## src/rtl/modem_pkg.sv

```systemverilog
// Shared types and default constants for the transmit framer.
// The FSM state encoding lives here so the framer and related blocks agree on it.
package modem_pkg;

    typedef enum logic [2:0] {
        ST_IDLE,
        ST_PREAMBLE,
        ST_SYNC,
        ST_FETCH,
        ST_LOAD,
        ST_PAYLOAD,
        ST_CW,
        ST_DONE
    } state_t;

    localparam logic [7:0]  PREAMBLE_BYTE_DEF = 8'hAA;
    localparam logic [15:0] SYNC_WORD_DEF     = 16'h2DD4;
    localparam int          RAM_DEPTH_DEF     = 1000;

    // Wide enough for 1000 bytes x 8 bits of CW without wrapping.
    localparam int CNT_W = 13;
    typedef logic [CNT_W-1:0] cnt_t;

endpackage

```

## src/rtl/bit_shifter.sv

```systemverilog
// 8-bit parallel-load, MSB-first shift register shared by all bit-sending states.
// A load takes priority over a shift in the same cycle.
module bit_shifter (
    input  logic       clk,
    input  logic       reset,
    input  logic       load,
    input  logic       shift,
    input  logic [7:0] din,
    output logic       msb
);

    logic [7:0] data_q;
    logic [7:0] data_d;

    always_comb begin
        data_d = data_q;
        if (load) begin
            data_d = din;
        end else if (shift) begin
            data_d = {data_q[6:0], 1'b0};
        end
    end

    always_ff @(posedge clk) begin
        if (reset) begin
            data_q <= '0;
        end else begin
            data_q <= data_d;
        end
    end

    assign msb = data_q[7];

endmodule

```

## src/rtl/tx_framer.sv

```systemverilog
// Serialises preamble, sync word and RAM payload (or a CW burst) onto a
// valid/ready bit stream; one shifter feeds every bit-sending state.
module tx_framer
    import modem_pkg::*;
#(
    parameter int          PREAMBLE_BYTES = 4,
    parameter logic [7:0]  PREAMBLE_BYTE  = PREAMBLE_BYTE_DEF,
    parameter logic [15:0] SYNC_WORD      = SYNC_WORD_DEF,
    parameter int          RAM_DEPTH      = RAM_DEPTH_DEF
) (
    input  logic       clk,
    input  logic       reset,
    input  logic       i_transmit,
    input  logic [9:0] i_msg_length,
    input  logic       i_reg_cw,
    input  logic [7:0] i_ram_data,
    output logic       o_rd,
    output logic [9:0] o_ram_addr,
    output logic       o_bit,
    output logic       o_bit_valid,
    input  logic       i_bit_ready,
    output logic       o_cw_en,
    output logic       o_busy,
    output logic       o_tx_done
);

    localparam logic [9:0] DEPTH_L  = 10'(RAM_DEPTH);
    localparam cnt_t       PRE_LAST = cnt_t'(PREAMBLE_BYTES * 8 - 1);

    state_t     state_q, state_d;
    logic [9:0] len_q, len_d;
    logic       cw_q, cw_d;
    cnt_t       cnt_q, cnt_d;
    logic [9:0] idx_q, idx_d;

    logic       sh_load, sh_shift, sh_msb;
    logic [7:0] sh_din;
    logic       xfer;
    logic [9:0] len_clamped;
    logic [9:0] next_idx;
    cnt_t       cw_last;

    bit_shifter u_shifter (
        .clk   (clk),
        .reset (reset),
        .load  (sh_load),
        .shift (sh_shift),
        .din   (sh_din),
        .msb   (sh_msb)
    );

    assign xfer        = o_bit_valid & i_bit_ready;
    assign len_clamped = (i_msg_length > DEPTH_L) ? DEPTH_L : i_msg_length;
    assign next_idx    = idx_q + 10'd1;
    assign cw_last     = cnt_t'({len_q, 3'b000}) - cnt_t'(1);

    always_ff @(posedge clk) begin
        if (reset) begin
            state_q <= ST_IDLE;
            len_q   <= '0;
            cw_q    <= 1'b0;
            cnt_q   <= '0;
            idx_q   <= '0;
        end else begin
            state_q <= state_d;
            len_q   <= len_d;
            cw_q    <= cw_d;
            cnt_q   <= cnt_d;
            idx_q   <= idx_d;
        end
    end

    always_comb begin
        state_d  = state_q;
        len_d    = len_q;
        cw_d     = cw_q;
        cnt_d    = cnt_q;
        idx_d    = idx_q;
        sh_load  = 1'b0;
        sh_shift = 1'b0;
        sh_din   = PREAMBLE_BYTE;
        unique case (state_q)
            ST_IDLE: begin
                if (i_transmit) begin
                    len_d   = len_clamped;
                    cw_d    = i_reg_cw;
                    cnt_d   = '0;
                    idx_d   = '0;
                    sh_load = 1'b1;
                    if (i_reg_cw) begin
                        state_d = ST_CW;
                    end else if (PREAMBLE_BYTES == 0) begin
                        sh_din  = SYNC_WORD[15:8];
                        state_d = ST_SYNC;
                    end else begin
                        state_d = ST_PREAMBLE;
                    end
                end
            end
            ST_PREAMBLE: begin
                if (xfer) begin
                    if (cnt_q == PRE_LAST) begin
                        cnt_d   = '0;
                        sh_load = 1'b1;
                        sh_din  = SYNC_WORD[15:8];
                        state_d = ST_SYNC;
                    end else begin
                        cnt_d = cnt_q + cnt_t'(1);
                        if (cnt_q[2:0] == 3'd7) begin
                            sh_load = 1'b1;
                        end else begin
                            sh_shift = 1'b1;
                        end
                    end
                end
            end
            ST_SYNC: begin
                if (xfer) begin
                    if (cnt_q == cnt_t'(15)) begin
                        cnt_d   = '0;
                        state_d = (len_q != '0) ? ST_FETCH : ST_DONE;
                    end else begin
                        cnt_d = cnt_q + cnt_t'(1);
                        if (cnt_q == cnt_t'(7)) begin
                            sh_load = 1'b1;
                            sh_din  = SYNC_WORD[7:0];
                        end else begin
                            sh_shift = 1'b1;
                        end
                    end
                end
            end
            ST_FETCH: state_d = ST_LOAD;
            // RAM data arrives the cycle after the read strobe.
            ST_LOAD: begin
                sh_load = 1'b1;
                sh_din  = i_ram_data;
                state_d = ST_PAYLOAD;
            end
            ST_PAYLOAD: begin
                if (xfer) begin
                    if (cnt_q[2:0] == 3'd7) begin
                        cnt_d   = '0;
                        idx_d   = next_idx;
                        state_d = (next_idx < len_q) ? ST_FETCH : ST_DONE;
                    end else begin
                        cnt_d    = cnt_q + cnt_t'(1);
                        sh_shift = 1'b1;
                    end
                end
            end
            ST_CW: begin
                if (len_q == '0) begin
                    cnt_d   = '0;
                    state_d = ST_DONE;
                end else if (xfer) begin
                    if (cnt_q == cw_last) begin
                        cnt_d   = '0;
                        state_d = ST_DONE;
                    end else begin
                        cnt_d = cnt_q + cnt_t'(1);
                    end
                end
            end
            // cnt_q==0 marks the first DONE cycle, which carries the pulse.
            ST_DONE: begin
                cnt_d = cnt_t'(1);
                if (!i_transmit) begin
                    cnt_d   = '0;
                    state_d = ST_IDLE;
                end
            end
            default: state_d = ST_IDLE;
        endcase
    end

    always_comb begin
        o_rd        = 1'b0;
        o_ram_addr  = '0;
        o_bit       = 1'b0;
        o_bit_valid = 1'b0;
        o_cw_en     = 1'b0;
        o_tx_done   = 1'b0;
        o_busy      = (state_q != ST_IDLE);
        unique case (state_q)
            ST_PREAMBLE, ST_SYNC, ST_PAYLOAD: begin
                o_bit_valid = 1'b1;
                o_bit       = sh_msb;
            end
            ST_FETCH: begin
                o_rd       = 1'b1;
                o_ram_addr = idx_q;
            end
            ST_CW: begin
                o_cw_en     = 1'b1;
                o_bit_valid = (len_q != '0);
                o_bit       = (len_q != '0);
            end
            ST_DONE: o_tx_done = (cnt_q == '0);
            default: ;
        endcase
    end

endmodule

```

## config.mk

```make
export PLATFORM = sky130hd
export DESIGN_NAME = tx_framer
export DESIGN_NICKNAME = d
export VERILOG_FILES = /design/src/rtl/modem_pkg.sv /design/src/rtl/bit_shifter.sv /design/src/rtl/tx_framer.sv
export SDC_FILE = /design/constraint.sdc
export NUM_CORES = 1
export LEC_CHECK = 0
export ABC_AREA = 0
export ABC_CLOCK_PERIOD_IN_PS = 2800
export CAP_MARGIN = 20
export CORE_MARGIN = 2
export CORE_UTILIZATION = 53
export CTS_BUF_LIST = sky130_fd_sc_hd__clkbuf_2
export DETAILED_ROUTE_END_ITERATION = 10
export GPL_ROUTABILITY_DRIVEN = 0
export PLACE_DENSITY_LB_ADDON = 0.25
export SLEW_MARGIN = 5
export SYNTH_ARGS = -nofsm -noshare
export SYNTH_HDL_FRONTEND = slang
export SYNTH_SLANG_ARGS = --single-unit
```

## constraint.sdc

```tcl
create_clock -name clk -period 2.8 [get_ports clk]
set_input_delay 0.56 -clock clk [delete_from_list [all_inputs] [get_ports clk]]
set_output_delay 0.56 -clock clk [all_outputs]
set_load 0.03 [all_outputs]
```

==> key figures <==
Global routing
  – Most crowded layer after global routing: met2
  – Global-route wire length before repair: 15000 um
  – Residual overflow from global routing: 0
  – Total Routing Usage GR: 25.9%
  – Via count of the first global-routing pass: 3204
  – Met3 Track Usage GR: 4.27%
  – M2 GR Usage: 44.7%
  – Met1 layer usage reported by global route: 32.5%
  – Maximum number of pins on one net before global-route repair: 24
  – Number of antenna violations at the first check in global routing: 0

Routing
  – Detailed Route Iter0 Violations: 321
  – DR pass1 iterations: 6
  – Total vias in the final route: 3498
  – Final routed DRC violation total: 0
  – Post-DRT Antenna Nets: 0
  – Routed wire length: 9350 um
  – Final routed wire length divided by cell count: 16.3 um
  – Vias per inst: 6.10

Die
  – Cell Rows: 28
  – I/O pin count: 39
  – Die Y: 83.0 um
  – Area of the core: 5990 um2
  – Horiz. Die Dim: 83.0 um
  – Effective utilization at floorplan: 55.2%
  – Die Area: 6890 um2

Final layout
  – Count of antenna diodes in the layout: 0
  – Non-Filler Instances: 573
  – # fillers: 522
  – Storage element area: 890 um2
  – Layout cell share with drive strength beyond 1: 18.9%
  – Post-synthesis to final-layout area growth: 23.8%
  – Number of nets in the final layout: 534
  – Multi-input logic area: 2330 um2
  – Post-route cell area: 4090 um2
  – Final core occ: 68.3%

Clocking
  – Cts bufs inserted: 5
  – Cell at the root of the clock tree: sky130_fd_sc_hd__clkbuf_2
  – Clk_lat worst skew: 0.42 ns
  – H-Tree Level Count: 2
  – TritonCTS clock tree: done
  – Total clock sinks: 44
  – Clock transition time at the flip-flop clock pins of the worst setup and hold paths: 0.23 ns
  – Hold-fix buffers at CTS: 0
  – CTS max path bufs: 2

Logic synthesis
  – Synth unique cells: 60
  – Cell type with the highest aggregate area in the netlist: sky130_fd_sc_hd__dfxtp_1
  – Largest cells by area after synthesis: sky130_fd_sc_hd__dfxtp_1, sky130_fd_sc_hd__ha_1, sky130_fd_sc_hd__a21oi_1
  – Synthesized area divided by synthesized cell count: 7.55 um2
  – Syn Inst Count: 438
  – Register bit total from synthesis: 44
  – Syn_nets: 475
  – Area fraction of the dominant cell type after synthesis: 26.6%
  – Primary FF master, synth: sky130_fd_sc_hd__dfxtp_1
  – Number of synthesized flops with an enable pin: 0
  – Total standard cell area after synthesis: 3310 um2
  – Seq/Total Area, Yosys: 26.6%
  – Yosys warnings: 0
  – Async S/R FF share, synth: 0%

Critical path
  – Maximum fanout along the worst path: 2
  – Data arrival, critical path: 2.30 ns
  – Crit-path max cell delay: 0.47 ns
  – Endpoint class of the critical path: primary output
  – Slowest library cell on the worst path: sky130_fd_sc_hd__or4b_4
  – Category of the critical setup timing path: reg2out
  – CP cell instances: inv_2 > ha_4 > or4b_4 > nor4_4 > buf_4 > nand2_2 > a21o_1 > buf_6
  – Launching element type of the critical path: flip-flop
  – Data required time of the critical path: 2.24 ns
  – Worst Reg-to-Reg Cells: 13

Power
  – Leakage power: 1.70 nW
  – Net load switching power: 0.00136 W
  – Internal Power: 0.00166 W
  – Clock group share of total power: 12.2%
  – Ratio of total power to cell area: 738 nW/um2
  – Gate power share: 61.0%
  – Reg power frac: 26.8%
  – Switching Share: 45.2%
  – VDD IR-drop max: 0.415 mV

Outcome
  – Violated checks: setup timing
  – Outcome: finished, violations left

STA
  – Min cycle time layout: 2.86 ns
  – Maximum clock frequency: 0.350 GHz
  – Headroom to the max-slew limit: 70.4%
  – Ratio of final minimum period to clock period: 102%
  – Actual slew at the worst max-slew pin: 0.444 ns
  – PnR worst setup slack: -0.0563 ns
  – Setup-violating endpoint count in the final report: 2
  – Setup clock skew after layout: 0.0258 ns
  – Final count of hold timing violations: 0
  – RSZ-0062 raised after global routing: true
  – Slew Viols, Final: 0

Placed design
  – Setup Slack @ Placement: 0.0340 ns
  – Post-detailed-placement half-perimeter wirelength: 6800 um
  – Total of buffers placed on input and output ports: 38
  – Placed Instance Area: 3860 um2
  – Number of placed cells counting well taps: 555

Run
  – Max-cap check violation count: 0

Worst hold path
  – Worst Hold Path Cells: 2
  – Worst hold-check path type: reg2reg
==> worst max-delay path: cells and delay by family (launching register included) <==
| kind | cells | cell delay (ns) |
|---|---|---|
| buf+inv | 3 | 0.38 |
| simple gates | 3 | 0.78 |
| fa+ha+maj | 1 | 0.13 |
| flops | 1 | 0.37 |
| compound gates | 1 | 0.20 |
==> power groups by stage <==
stage	Clock, W	Combinational [W]	Sequential, W
floorplan	0	0.00112	0.000801
global placement	0	0.00158	0.000812
detailed placement	0	0.00162	0.000816
CTS	0.000371	0.00165	0.000803
global route	0.000394	0.00197	0.000823
finish	0.000369	0.00184	0.000809
==> cells by family (layout without fill, tap and decap cells) <==
logic type / after synthesis / after routing / share of synthesized area, %
buffers and inverters: 42 / 102 / 5.30
muxes: 8 / 8 / 2.42
and+or+nand+nor: 188 / 188 / 30.1
DFF: 44 / 44 / 26.6
xor gates and xnor gates: 21 / 21 / 5.56
AOI/OAI and AO/OA: 121 / 121 / 24.7
adders and majority gates: 14 / 14 / 5.30
==> layer usage <==
layer | wire [um] | vias up
met2 | 4510 | 155
met5 | 0 | -
met4 | 276 | 0
li1 | - | 1718
met1 | 4000 | 1591
met3 | 562 | 34
==> cell type report <==
class | instances | area share [%]
multi-input combinational | 352 | 57.0
sequential | 44 | 21.7
timing repair buffer | 78 | 15.9
tap | 75 | 2.29
inverter | 16 | 1.47
clock inverter | 2 | 0.856
clock buffer | 6 | 0.733
==> stage by stage <==
step / setup TNS, ns / power, W / hold slack [ns]
after floorplan: 0 / 0.00192 / 0.451
after global placement: 0 / 0.00239 / 0.471
after detailed placement: 0 / 0.00243 / 0.478
after CTS: -0.0635 / 0.00282 / 0.510
after global routing: -0.260 / 0.00318 / 0.538
final: -0.0708 / 0.00302 / 0.497
==> final timing paths <==
kind / start / to / slack [ns]
max: len_q[1] / o_bit_valid / -0.06
min: idx_q[1] / idx_q[1] / 0.50
min reg2reg: idx_q[1] / idx_q[1] / 0.50
max reg2reg: len_q[1] / cnt_q[3] / 0.08
==> flip-flops by register name, indices dropped and copies added (netlist names) <==
name              count
cnt_q                13
idx_q                10
len_q                10
u_shifter.data_q      8
state_q               3
==> synthesized netlist by cell type (3+ instances only) <==
cell and n:
sky130_fd_sc_hd__a211oi_1 4, sky130_fd_sc_hd__a21o_1 8, sky130_fd_sc_hd__a21oi_1 32, sky130_fd_sc_hd__a21oi_2 3
sky130_fd_sc_hd__a221oi_1 4, sky130_fd_sc_hd__a22o_1 6, sky130_fd_sc_hd__a22oi_1 5, sky130_fd_sc_hd__a31oi_1 4
sky130_fd_sc_hd__and2_1 13, sky130_fd_sc_hd__and3_1 16, sky130_fd_sc_hd__buf_2 5, sky130_fd_sc_hd__clkbuf_1 18
sky130_fd_sc_hd__dfxtp_1 44, sky130_fd_sc_hd__ha_1 14, sky130_fd_sc_hd__inv_1 16, sky130_fd_sc_hd__mux2i_1 8
sky130_fd_sc_hd__nand2_1 39, sky130_fd_sc_hd__nand2b_1 5, sky130_fd_sc_hd__nand3_1 19, sky130_fd_sc_hd__nand3b_1 7
sky130_fd_sc_hd__nand4_1 5, sky130_fd_sc_hd__nor2_1 41, sky130_fd_sc_hd__nor2b_1 7, sky130_fd_sc_hd__nor3_1 13
sky130_fd_sc_hd__nor4_1 4, sky130_fd_sc_hd__o21ai_0 21, sky130_fd_sc_hd__o31ai_1 7, sky130_fd_sc_hd__o32ai_1 3
sky130_fd_sc_hd__or3_1 5, sky130_fd_sc_hd__or4_1 4, sky130_fd_sc_hd__xnor2_1 10, sky130_fd_sc_hd__xor2_1 11
==> layout by cell type, fill, tap and decap left out, types with 10 or more instances in the layout <==
cell type and instances:
sky130_fd_sc_hd__and2_1 13, sky130_fd_sc_hd__a21oi_1 31, sky130_fd_sc_hd__and3_1 15, sky130_fd_sc_hd__nor2_1 40, sky130_fd_sc_hd__xnor2_1 10, sky130_fd_sc_hd__clkdlybuf4s50_1 24
sky130_fd_sc_hd__dfxtp_1 37, sky130_fd_sc_hd__inv_1 15, sky130_fd_sc_hd__buf_4 51, sky130_fd_sc_hd__o21ai_0 21, sky130_fd_sc_hd__nand2_1 38, sky130_fd_sc_hd__xor2_1 11
sky130_fd_sc_hd__ha_1 13, sky130_fd_sc_hd__nand3_1 19, sky130_fd_sc_hd__nor3_1 12
==> what timing repair did <==
| action | CTS | global route |
|---|---|---|
| pin swaps | 2 | 7 |
| setup buffers | 3 | 6 |
| cloned | 0 | 1 |
| gates resized for setup | 14 | 28 |
| setup endpoints to repair | 13 | 23 |
Note: power is estimated with default switching activity, not from simulation.
